**config.mk**
```make
export PLATFORM = sky130hd
export DESIGN_NAME = io_hub
export DESIGN_NICKNAME = d
export VERILOG_FILES = /design/src/rtl/io_hub_pkg.sv /design/src/rtl/io_hub_debounce.sv /design/src/rtl/io_hub.sv
export SDC_FILE = /design/constraint.sdc
export NUM_CORES = 1
export LEC_CHECK = 0
export ABC_AREA = 1
export BUFFER_PORTS_ARGS = -buffer_cell sky130_fd_sc_hd__buf_2
export CORE_ASPECT_RATIO = 1.25
export CORE_UTILIZATION = 40
export CTS_CLUSTER_SIZE = 16
export DETAILED_ROUTE_END_ITERATION = 8
export GPL_TIMING_DRIVEN = 0
export HOLD_SLACK_MARGIN = 0.15
export PLACE_DENSITY = 0.57
export SYNTH_ARGS = -nofsm -noshare
export SYNTH_HDL_FRONTEND = slang
export SYNTH_SLANG_ARGS = --single-unit
export TNS_END_PERCENT = 20
```
**constraint.sdc**
```tcl
create_clock -name clk -period 5.6 [get_ports clk]
set_input_delay 1.12 -clock clk [delete_from_list [all_inputs] [get_ports clk]]
set_output_delay 1.12 -clock clk [all_outputs]
set_load 0.01 [all_outputs]
```
**src/rtl/io_hub_pkg.sv**
```systemverilog
// Shared constants for the io_hub peripheral: register offsets (relative to
// ROWS, since the back-buffer rows occupy offsets 0..ROWS-1), STATUS bit
// positions and the register-select type used by the address decoder.
package io_hub_pkg;

  // Control/status registers sit directly after the back-buffer rows.
  // Absolute offset of each register = ROWS + OFF_x.
  localparam int OFF_CTRL   = 0;
  localparam int OFF_STATUS = 1;
  localparam int OFF_EVT    = 2;
  localparam int OFF_LVL    = 3;

  // Number of registers following the back-buffer rows.
  localparam int NUM_CSR    = 4;

  // STATUS register bit positions.
  localparam int STATUS_PENDING_BIT = 0;
  localparam int STATUS_PARITY_BIT  = 1;

  // CTRL register bit that requests a frame swap.
  localparam int CTRL_SWAP_BIT = 0;

  // Which register (if any) the current bus address selects.
  typedef enum logic [2:0] {
    REG_NONE   = 3'd0,
    REG_BACK   = 3'd1,
    REG_CTRL   = 3'd2,
    REG_STATUS = 3'd3,
    REG_EVT    = 3'd4,
    REG_LVL    = 3'd5
  } reg_sel_e;

endpackage

```
**src/rtl/io_hub_debounce.sv**
```systemverilog
// One button channel: two-flop synchroniser followed by a stability counter.
// The debounced level only moves after the synchronised input has disagreed
// with it for DEBOUNCE_CYCLES consecutive cycles; any agreement in between
// restarts the count.
module btn_debounce #(
  parameter int DEBOUNCE_CYCLES = 16
) (
  input  logic clk,
  input  logic reset,
  input  logic btn,
  output logic level
);

  // Counter only has to reach DEBOUNCE_CYCLES-1 before the level flips.
  localparam int CNT_W = $clog2(DEBOUNCE_CYCLES);

  logic             sync1_q;
  logic             sync2_q;
  logic [CNT_W-1:0] cnt_q;

  // Synchronise the raw level, then count consecutive disagreeing cycles.
  always_ff @(posedge clk or negedge reset) begin
    if (!reset) begin
      sync1_q <= 1'b0;
      sync2_q <= 1'b0;
      cnt_q   <= '0;
      level   <= 1'b0;
    end else begin
      sync1_q <= btn;
      sync2_q <= sync1_q;
      if (sync2_q != level) begin
        if (cnt_q == CNT_W'(DEBOUNCE_CYCLES - 1)) begin
          level <= sync2_q;
          cnt_q <= '0;
        end else begin
          cnt_q <= cnt_q + 1'b1;
        end
      end else begin
        cnt_q <= '0;
      end
    end
  end

endmodule

```
**src/rtl/io_hub.sv**
```systemverilog
// Memory-mapped I/O hub: NUM_BTN debounced buttons with press-event latching,
// and a double-buffered ROWS x COLS LED matrix scanner. The CPU fills the
// back buffer and requests a swap; the copy to the front buffer happens only
// when the scan wraps to row 0, so a frame is never shown half old, half new.
module io_hub
  import io_hub_pkg::*;
#(
  parameter int         NUM_BTN         = 2,
  parameter int         DEBOUNCE_CYCLES = 16,
  parameter int         ROWS            = 8,
  parameter int         COLS            = 8,
  parameter int         SCAN_DIV        = 1000,
  parameter logic [7:0] IO_BASE         = 8'hF0
) (
  input  logic               clk,
  input  logic               reset,
  input  logic [7:0]         addr,
  input  logic [7:0]         wdata,
  input  logic               we,
  input  logic               re,
  output logic [7:0]         rdata,
  input  logic [NUM_BTN-1:0] btn,
  output logic [ROWS-1:0]    led_row,
  output logic [COLS-1:0]    led_col
);

  localparam int ROW_W = (ROWS > 1) ? $clog2(ROWS) : 1;
  localparam int DIV_W = $clog2(SCAN_DIV);

  // Absolute offsets of the control/status registers inside the window.
  localparam logic [8:0] A_CTRL   = 9'(ROWS + OFF_CTRL);
  localparam logic [8:0] A_STATUS = 9'(ROWS + OFF_STATUS);
  localparam logic [8:0] A_EVT    = 9'(ROWS + OFF_EVT);
  localparam logic [8:0] A_LVL    = 9'(ROWS + OFF_LVL);
  localparam logic [8:0] A_ROWS   = 9'(ROWS);

  // Bus strobes: we and re are single-cycle qualifiers sampled on the rising
  // clk edge with addr/wdata; there is no back-pressure, every strobe is
  // accepted in the cycle it is seen. A read returns the register contents
  // from before that edge on rdata one cycle later, and rdata holds until
  // the next read. With we and re together, the read sees pre-write data.

  // ---------------------------------------------------------------------
  // Address decode
  // ---------------------------------------------------------------------
  logic [8:0]       off;
  logic [ROW_W-1:0] back_idx;
  reg_sel_e         sel;

  // Nine-bit subtraction: an address below IO_BASE borrows into bit 8 and
  // therefore lands far outside the window.
  assign off      = {1'b0, addr} - {1'b0, IO_BASE};
  assign back_idx = off[ROW_W-1:0];

  // Map the offset onto a register select.
  always_comb begin
    sel = REG_NONE;
    if (off < A_ROWS)          sel = REG_BACK;
    else if (off == A_CTRL)    sel = REG_CTRL;
    else if (off == A_STATUS)  sel = REG_STATUS;
    else if (off == A_EVT)     sel = REG_EVT;
    else if (off == A_LVL)     sel = REG_LVL;
  end

  // ---------------------------------------------------------------------
  // Button channels
  // ---------------------------------------------------------------------
  logic [NUM_BTN-1:0] lvl;

  for (genvar i = 0; i < NUM_BTN; i++) begin : g_deb
    btn_debounce #(
      .DEBOUNCE_CYCLES(DEBOUNCE_CYCLES)
    ) u_deb (
      .clk  (clk),
      .reset(reset),
      .btn  (btn[i]),
      .level(lvl[i])
    );
  end

  // ---------------------------------------------------------------------
  // State
  // ---------------------------------------------------------------------
  logic [COLS-1:0]    back_q  [ROWS];
  logic [COLS-1:0]    front_q [ROWS];
  logic               pending_q;
  logic               parity_q;
  logic [NUM_BTN-1:0] evt_q;
  logic [NUM_BTN-1:0] lvl_prev_q;
  logic [DIV_W-1:0]   div_q;
  logic [ROW_W-1:0]   row_q;

  // ---------------------------------------------------------------------
  // Scanner next state
  // ---------------------------------------------------------------------
  logic             div_end;
  logic             row_end;
  logic             swap;
  logic [ROW_W-1:0] row_nxt;
  logic [ROWS-1:0]  led_row_nxt;
  logic [COLS-1:0]  led_col_nxt;

  // Advance the row on divider terminal count; the swap rides on the wrap.
  always_comb begin
    div_end = (div_q == DIV_W'(SCAN_DIV - 1));
    row_end = (row_q == ROW_W'(ROWS - 1));
    swap    = div_end && row_end && pending_q;
    row_nxt = row_q;
    if (div_end) begin
      row_nxt = row_end ? '0 : row_q + 1'b1;
    end
    led_row_nxt          = '0;
    led_row_nxt[row_nxt] = 1'b1;
    // On a swap the front buffer is being overwritten this very edge, so the
    // new row-0 data comes straight from the back buffer.
    led_col_nxt = swap ? back_q[0] : front_q[row_nxt];
  end

  // ---------------------------------------------------------------------
  // Bus-side next state
  // ---------------------------------------------------------------------
  logic               back_we;
  logic               ctrl_set;
  logic               evt_rd;
  logic [NUM_BTN-1:0] rise;
  logic [NUM_BTN-1:0] evt_nxt;
  logic               pending_nxt;
  logic [7:0]         rd_val;

  // Decode strobes, event set/clear and the read mux.
  always_comb begin
    back_we     = we && (sel == REG_BACK);
    ctrl_set    = we && (sel == REG_CTRL) && wdata[CTRL_SWAP_BIT];
    evt_rd      = re && (sel == REG_EVT);
    rise        = lvl & ~lvl_prev_q;
    // Clear only what this read returns; a same-cycle press survives.
    evt_nxt     = (evt_q & ~({NUM_BTN{evt_rd}} & evt_q)) | rise;
    // A CTRL write landing on the swap edge re-arms the next frame.
    pending_nxt = (pending_q & ~swap) | ctrl_set;
    rd_val      = '0;
    case (sel)
      REG_STATUS: begin
        rd_val[STATUS_PENDING_BIT] = pending_q;
        rd_val[STATUS_PARITY_BIT]  = parity_q;
      end
      REG_EVT: rd_val[NUM_BTN-1:0] = evt_q;
      REG_LVL: rd_val[NUM_BTN-1:0] = lvl;
      default: rd_val = '0;
    endcase
  end

  // ---------------------------------------------------------------------
  // Registers
  // ---------------------------------------------------------------------

  // Row divider, row index and the registered LED drive.
  always_ff @(posedge clk or negedge reset) begin
    if (!reset) begin
      div_q   <= '0;
      row_q   <= '0;
      led_row <= '0;
      led_col <= '0;
    end else begin
      div_q   <= div_end ? '0 : div_q + 1'b1;
      row_q   <= row_nxt;
      led_row <= led_row_nxt;
      led_col <= led_col_nxt;
    end
  end

  // Back buffer takes CPU writes; front buffer takes a full copy on swap.
  always_ff @(posedge clk or negedge reset) begin
    if (!reset) begin
      for (int r = 0; r < ROWS; r++) begin
        back_q[r]  <= '0;
        front_q[r] <= '0;
      end
    end else begin
      if (swap) begin
        for (int r = 0; r < ROWS; r++) begin
          front_q[r] <= back_q[r];
        end
      end
      if (back_we) begin
        back_q[back_idx] <= wdata[COLS-1:0];
      end
    end
  end

  // Swap request flag and frame parity.
  always_ff @(posedge clk or negedge reset) begin
    if (!reset) begin
      pending_q <= 1'b0;
      parity_q  <= 1'b0;
    end else begin
      pending_q <= pending_nxt;
      if (swap) begin
        parity_q <= ~parity_q;
      end
    end
  end

  // Latched press events and the previous debounced level for edge detect.
  always_ff @(posedge clk or negedge reset) begin
    if (!reset) begin
      evt_q      <= '0;
      lvl_prev_q <= '0;
    end else begin
      evt_q      <= evt_nxt;
      lvl_prev_q <= lvl;
    end
  end

  // Registered read data, updated only by a read strobe.
  always_ff @(posedge clk or negedge reset) begin
    if (!reset) begin
      rdata <= '0;
    end else if (re) begin
      rdata <= rd_val;
    end
  end

endmodule
```
# == Word level (Yosys, flattened, before mapping) ==
# Cells that the tools add are included.
# classes
add_sub_neg,5
order_cmp,6
n_eq_ne,15
n_mux,22
bitwise,12
reduce_logical,10
# op_table
operator,n
bitwise mux 64 bit,1
equality test 9 x 4 -> 1 bit (second input constant),4
2-to-1 mux 8 bit,4
binary-select mux 8 bit (select 3 bit),1
demux 8 bit (select 3 bit),1
2-to-1 mux 3 bit,7
2-to-1 mux 4 bit,4
adder 10 x 1 -> 10 bit (second input constant),1
equality test 10 bit (second input constant),1
2-to-1 mux 10 bit,1
equality test 3 bit (second input constant),3
less-than comparator 9 x 4 -> 1 bit (second input constant),1
subtractor 8 x 8 -> 9 bit (second input constant),1
adder 4 x 1 -> 4 bit (second input constant),2
equality test 4 bit (second input constant),2
greater-or-equal comparator 4 bit (second input constant),2
logical AND 1 bit,8
NOT 3 -> 4 bit,2
bitwise AND 2 bit,3
equality test 3 x 2 -> 1 bit (second input constant),2
case mux 2 bit (3 select lines),1
less-than comparator 3 x 4 -> 1 bit (second input constant),1
less-than comparator 4 x 1 -> 1 bit (second input constant),1
NOT 2 bit,2
11 further kinds,14
# totals
regBits,179
output_inout_bits,24

# == Depth between registers and ports, before layout ==
# depth
ltp_word,13
mapped_depth,15
ltp_nobuf,14

# == Hierarchy ==
# A second synthesis with hierarchy kept.
# hier_totals
hier_cells,924
hier_area_um2,7764.9
# modules_own_cells
module,n_inst,cells_per_inst,area_per_inst_um2,seq_area_each_um2
io_hub,1,868,7214.4,4129.0
btn_debounce,2,28,275.3,175.2

# == Worst setup path after synthesis ==
# No wires, ideal clock.
# synth_timing
kind,input port to flip-flop
start,input port addr[4]
end,register back_q[21] (netlist name)
setup_ns,0.129
arrival_ns,2.497
setup_slack_ns,2.974
stages,8
cell_sequence,ha_1 > nor3_1 > nand2_1 > nor4b_4 > nand2_1 > buf_6 > nand2_1 > o21ai_0
# synth_via
elab_chain_len,9
# synth_rtl
element,line_no,source
start: declaration,io_hub.sv:17,"input logic [7:0] addr,"
subtractor 8 x 8 -> 9 bit *,io_hub.sv:52,"assign off = {1'b0, addr} - {1'b0, IO_BASE};"
equality test 9 x 4 -> 1 bit,io_hub.sv:62,else if (off == A_LVL) sel = REG_LVL;
2-to-1 mux 3 bit,io_hub.sv:62,
2-to-1 mux 3 bit,io_hub.sv:61,else if (off == A_EVT) sel = REG_EVT;
2-to-1 mux 3 bit,io_hub.sv:60,else if (off == A_STATUS) sel = REG_STATUS;
2-to-1 mux 3 bit,io_hub.sv:59,else if (off == A_CTRL) sel = REG_CTRL;
2-to-1 mux 3 bit *,io_hub.sv:58,if (off < A_ROWS) sel = REG_BACK;
equality test 3 x 1 -> 1 bit *,io_hub.sv:132,back_we = we && (sel == REG_BACK);
logical AND 1 bit *,io_hub.sv:132,
end signal: indexed assignment,io_hub.sv:185,back_q[back_idx] <= wdata[COLS-1:0];
end: declaration,io_hub.sv:84,logic [COLS-1:0] back_q [ROWS];
# Every way passes the cells marked *; elsewhere a longest branch is shown, timed or not.
# A chain may end at the register's enable or synchronous reset.

# == Worst setup path in the final report ==
# layout_timing
start,input port addr[4]
end,register back_q[5] (netlist name)
# The elaborated chain is that of the path after synthesis.

==> qor.csv <==
stage;metric;value;unit
clock_tree;clockRootBuffer;clkbuf_16;
clock_tree;cts_tree;done;
place;port-buffer-count;38;
drt;drtIter0Drc;384;
yosys;synth.area.top_cells;dfrtp_1, nand2_1, o21ai_0, nand3_1, inv_1;
final_layout;final_cell_mix;nand2_1, dfrtp_1, o21ai_0, buf_2, nand3_1;
drt;vias_per_cell;4.89;
final_layout;regArea;0.00448;mm2
clock_tree;clock_latency;0.44;ns
yosys;yosysSeqAreaShare;58.2;%
clock_tree;path_clk_slew;0.06;ns
pwr;powerDensity;293;mW/mm2
drt;dr.pass1.iters;5;
floorplan;start_util;41.0;%
floorplan;coreArea;0.0188;mm2
final_layout;multi_input_area;0.00283;mm2
worst_setup_path;reg2reg_slack;3.22;ns
final_layout;antenna_cells;0;
final_layout;final_common_cell;nand2_1;
yosys;synth_ff_type;dfrtp_1;
yosys;synth_compound_area_share;5.48;%
worst_setup_path;critPathLaunchType;primary input;
timing;tns;0;ns
yosys;yosysWarnings;0;
floorplan;ios;46;
timing;fmax;0.366;GHz
floorplan;die_y;157;um
clock_tree;cts_buffer_depth;2;
place;gp_congestion;0.840;
yosys;yosys.area_share.simple;28.7;%
yosys;synth_edf_count;0;
yosys;synth_top_area_share;58.2;%
drt;drt-wirelength-per-cell;15.5;um
worst_setup_path;crit_fanout;10;
timing;finClkSkew;0.0132;ns
worst_setup_path;required;5.90;ns
timing;hold_slack;0.350;ns
run;timing.max_cap.violations;0;
final_layout;fillers;1910;
timing;tightest_slew;0.701;ns
drt;drtAntennaViolNets;0;
global_route;grt_pass1_vias;5929;
clock_tree;cts_resized;0;
timing;relSlewSlack;53.2;%
yosys;synth-xor-area-share;1.14;%
global_route;grt_antenna_before_repair;0;
yosys;muxShareOfSynthArea;0;%
clock_tree;cts_made_buffers;17;
global_route;grt_first_pass_wirelength;31400;um
worst_hold_path;hold_path_class;register to register;
timing;setup_viol;0;
worst_setup_path;path_class;primary input to register;
floorplan;die_area;0.0198;mm2
yosys;synth_seq_cells;179;
floorplan;rows;56;
worst_setup_path;crit_arrival;3.03;ns
clock_tree;cts_sinks;179;
pwr;p_leak;0.00477;uW
yosys;synth_top_family_by_area;simple AND/OR/NAND/NOR gates;
clock_tree;hold_buffers;0;
timing;period_minus_slack;2.74;ns
worst_setup_path;endpoint_kind;register;
yosys;synth_area_per_cell;8.44;um2
yosys;yosys.area.top_type;dfrtp_1;
timing;slew_violations;0;
clock_tree;cts_max_level;4;
drt;vias;5965;
timing;period_share;48.8;%
global_route;grt-ovfl-total;0;
yosys;netlist_area;0.00770;mm2
drt;drt-total-wl;18900;um
yosys;ys_types;27;
final_layout;fin_nets;1004;
floorplan;die_w;126;um
run_status;status;complete, no violations;
clock_tree;post_cts_buffers;0;
yosys;synthAdderAreaFrac;1.14;%
pwr;ir_drop;0.000207;V
global_route;grt_max_degree;92;
final_layout;layout-drive-gt1-share;10.6;%
final_layout;area_growth;14.7;%
drt;route.detailed.drc;0;
place;dpl.hpwl;12800;um
global_route;grt.total_usage;20.9;%
timing;finalHoldViolCount;0;
yosys;async_reset_ff_share;100;%
timing;rsz0062_at_grt;false;
yosys;syn_inst;912;
-- Yosys cell counts (2+ instances only) --
| cell type | n |
|---|---|
| nand2_1 | 440 |
| dfrtp_1 | 179 |
| o21ai_0 | 67 |
| nand3_1 | 42 |
| inv_1 | 38 |
| nor2_1 | 34 |
| clkbuf_1 | 18 |
| nor3_1 | 14 |
| buf_2 | 12 |
| a21oi_1 | 9 |
| nand4_1 | 9 |
| buf_6 | 8 |
| ha_1 | 7 |
| o21ai_1 | 7 |
| xnor2_1 | 7 |
| buf_4 | 6 |
| xor2_1 | 3 |
| nand2_2 | 2 |
| nand3_2 | 2 |
-- critical path: stages --
cell	delay [ns]
buf_2	0.12
ha_1	0.28
nor3_1	0.18
nand2_1	0.11
nor4b_4	0.43
nand2_1	0.39
buf_6	0.26
nand2_1	0.06
o21ai_0	0.07
-- final cells by class --
cell class	count	area share, %
clock buffer	19	5.02
sequential	179	50.7
multi-input combinational	655	32.0
clock inverter	13	1.69
inverter	39	1.66
tap	232	3.29
timing repair buffer	39	2.58
buffer	44	2.98
-- cells by family (layout without fill, tap and decap cells) --
group,after synthesis,in the layout
buffers and inverters,83,154
AO/OA/AOI/OAI,84,84
XOR/XNOR,10,10
adder cells (fa/ha/maj),7,7
other,1,6
flip-flops,179,179
AND/OR/NAND/NOR,548,548
-- report_power, final --
group | leakage (uW) | internal [uW] | switching, uW
sequential | 0.00245 | 1300 | 4.65
combinational | 0.00204 | 19.5 | 56.0
clock | 0.000281 | 676 | 528
total | 0.00477 | 2000 | 589
-- metal layers --
layer / routed length, um / GRT usage [%] / share of wire [%] / up-vias
met5: 0 / 0 / 0 / -
met4: 486 / 8.15 / 2.6 / 0
met3: 692 / 4.01 / 3.7 / 31
met2: 8860 / 34.6 / 47 / 115
met1: 8850 / 27.2 / 47 / 2821
li1: - / - / - / 2998
-- state kept, by name, indices dropped and copies added (netlist names) --
name                 flops
back_q                  64
div_q                   10
evt_q                    2
front_q                 64
g_deb.u_deb.cnt_q        8
g_deb.u_deb.level        2
g_deb.u_deb.sync1_q      2
g_deb.u_deb.sync2_q      2
led_col                  8
led_row                  8
lvl_prev_q               2
parity_q                 1
pending_q                1
rdata                    2
row_q                    3
-- through the flow --
step | utilization [%] | power, uW | std cells | area (um2) | worst slack [ns]
global placement | 43.7 | 1400 | 1187 | 8200 | 0.433
floorplan | - | 1360 | 917 | 7720 | 2.97
global route | 47.0 | 2670 | 1220 | 8830 | 2.75
detailed placement | 43.9 | 1410 | 1188 | 8240 | 2.41
finish | 47.0 | 2580 | 1220 | 8830 | 2.86
CTS | 47.0 | 2610 | 1220 | 8830 | 2.87
-- path summary, 6_finish.rpt --
check                                            start                      to  cells after the start
worst max-delay path                           addr[4]               back_q[5]                      9
worst min-delay path            g_deb[0].u_deb.sync1_q  g_deb[0].u_deb.sync2_q                      0
worst max register to register                div_q[0]              led_col[3]                     15
worst min register to register  g_deb[0].u_deb.sync1_q  g_deb[0].u_deb.sync2_q                      0
max in group asynchronous                        reset             front_q[55]                      2
min in group asynchronous                        reset              back_q[12]                      1
(Power assumes the default switching activity.)
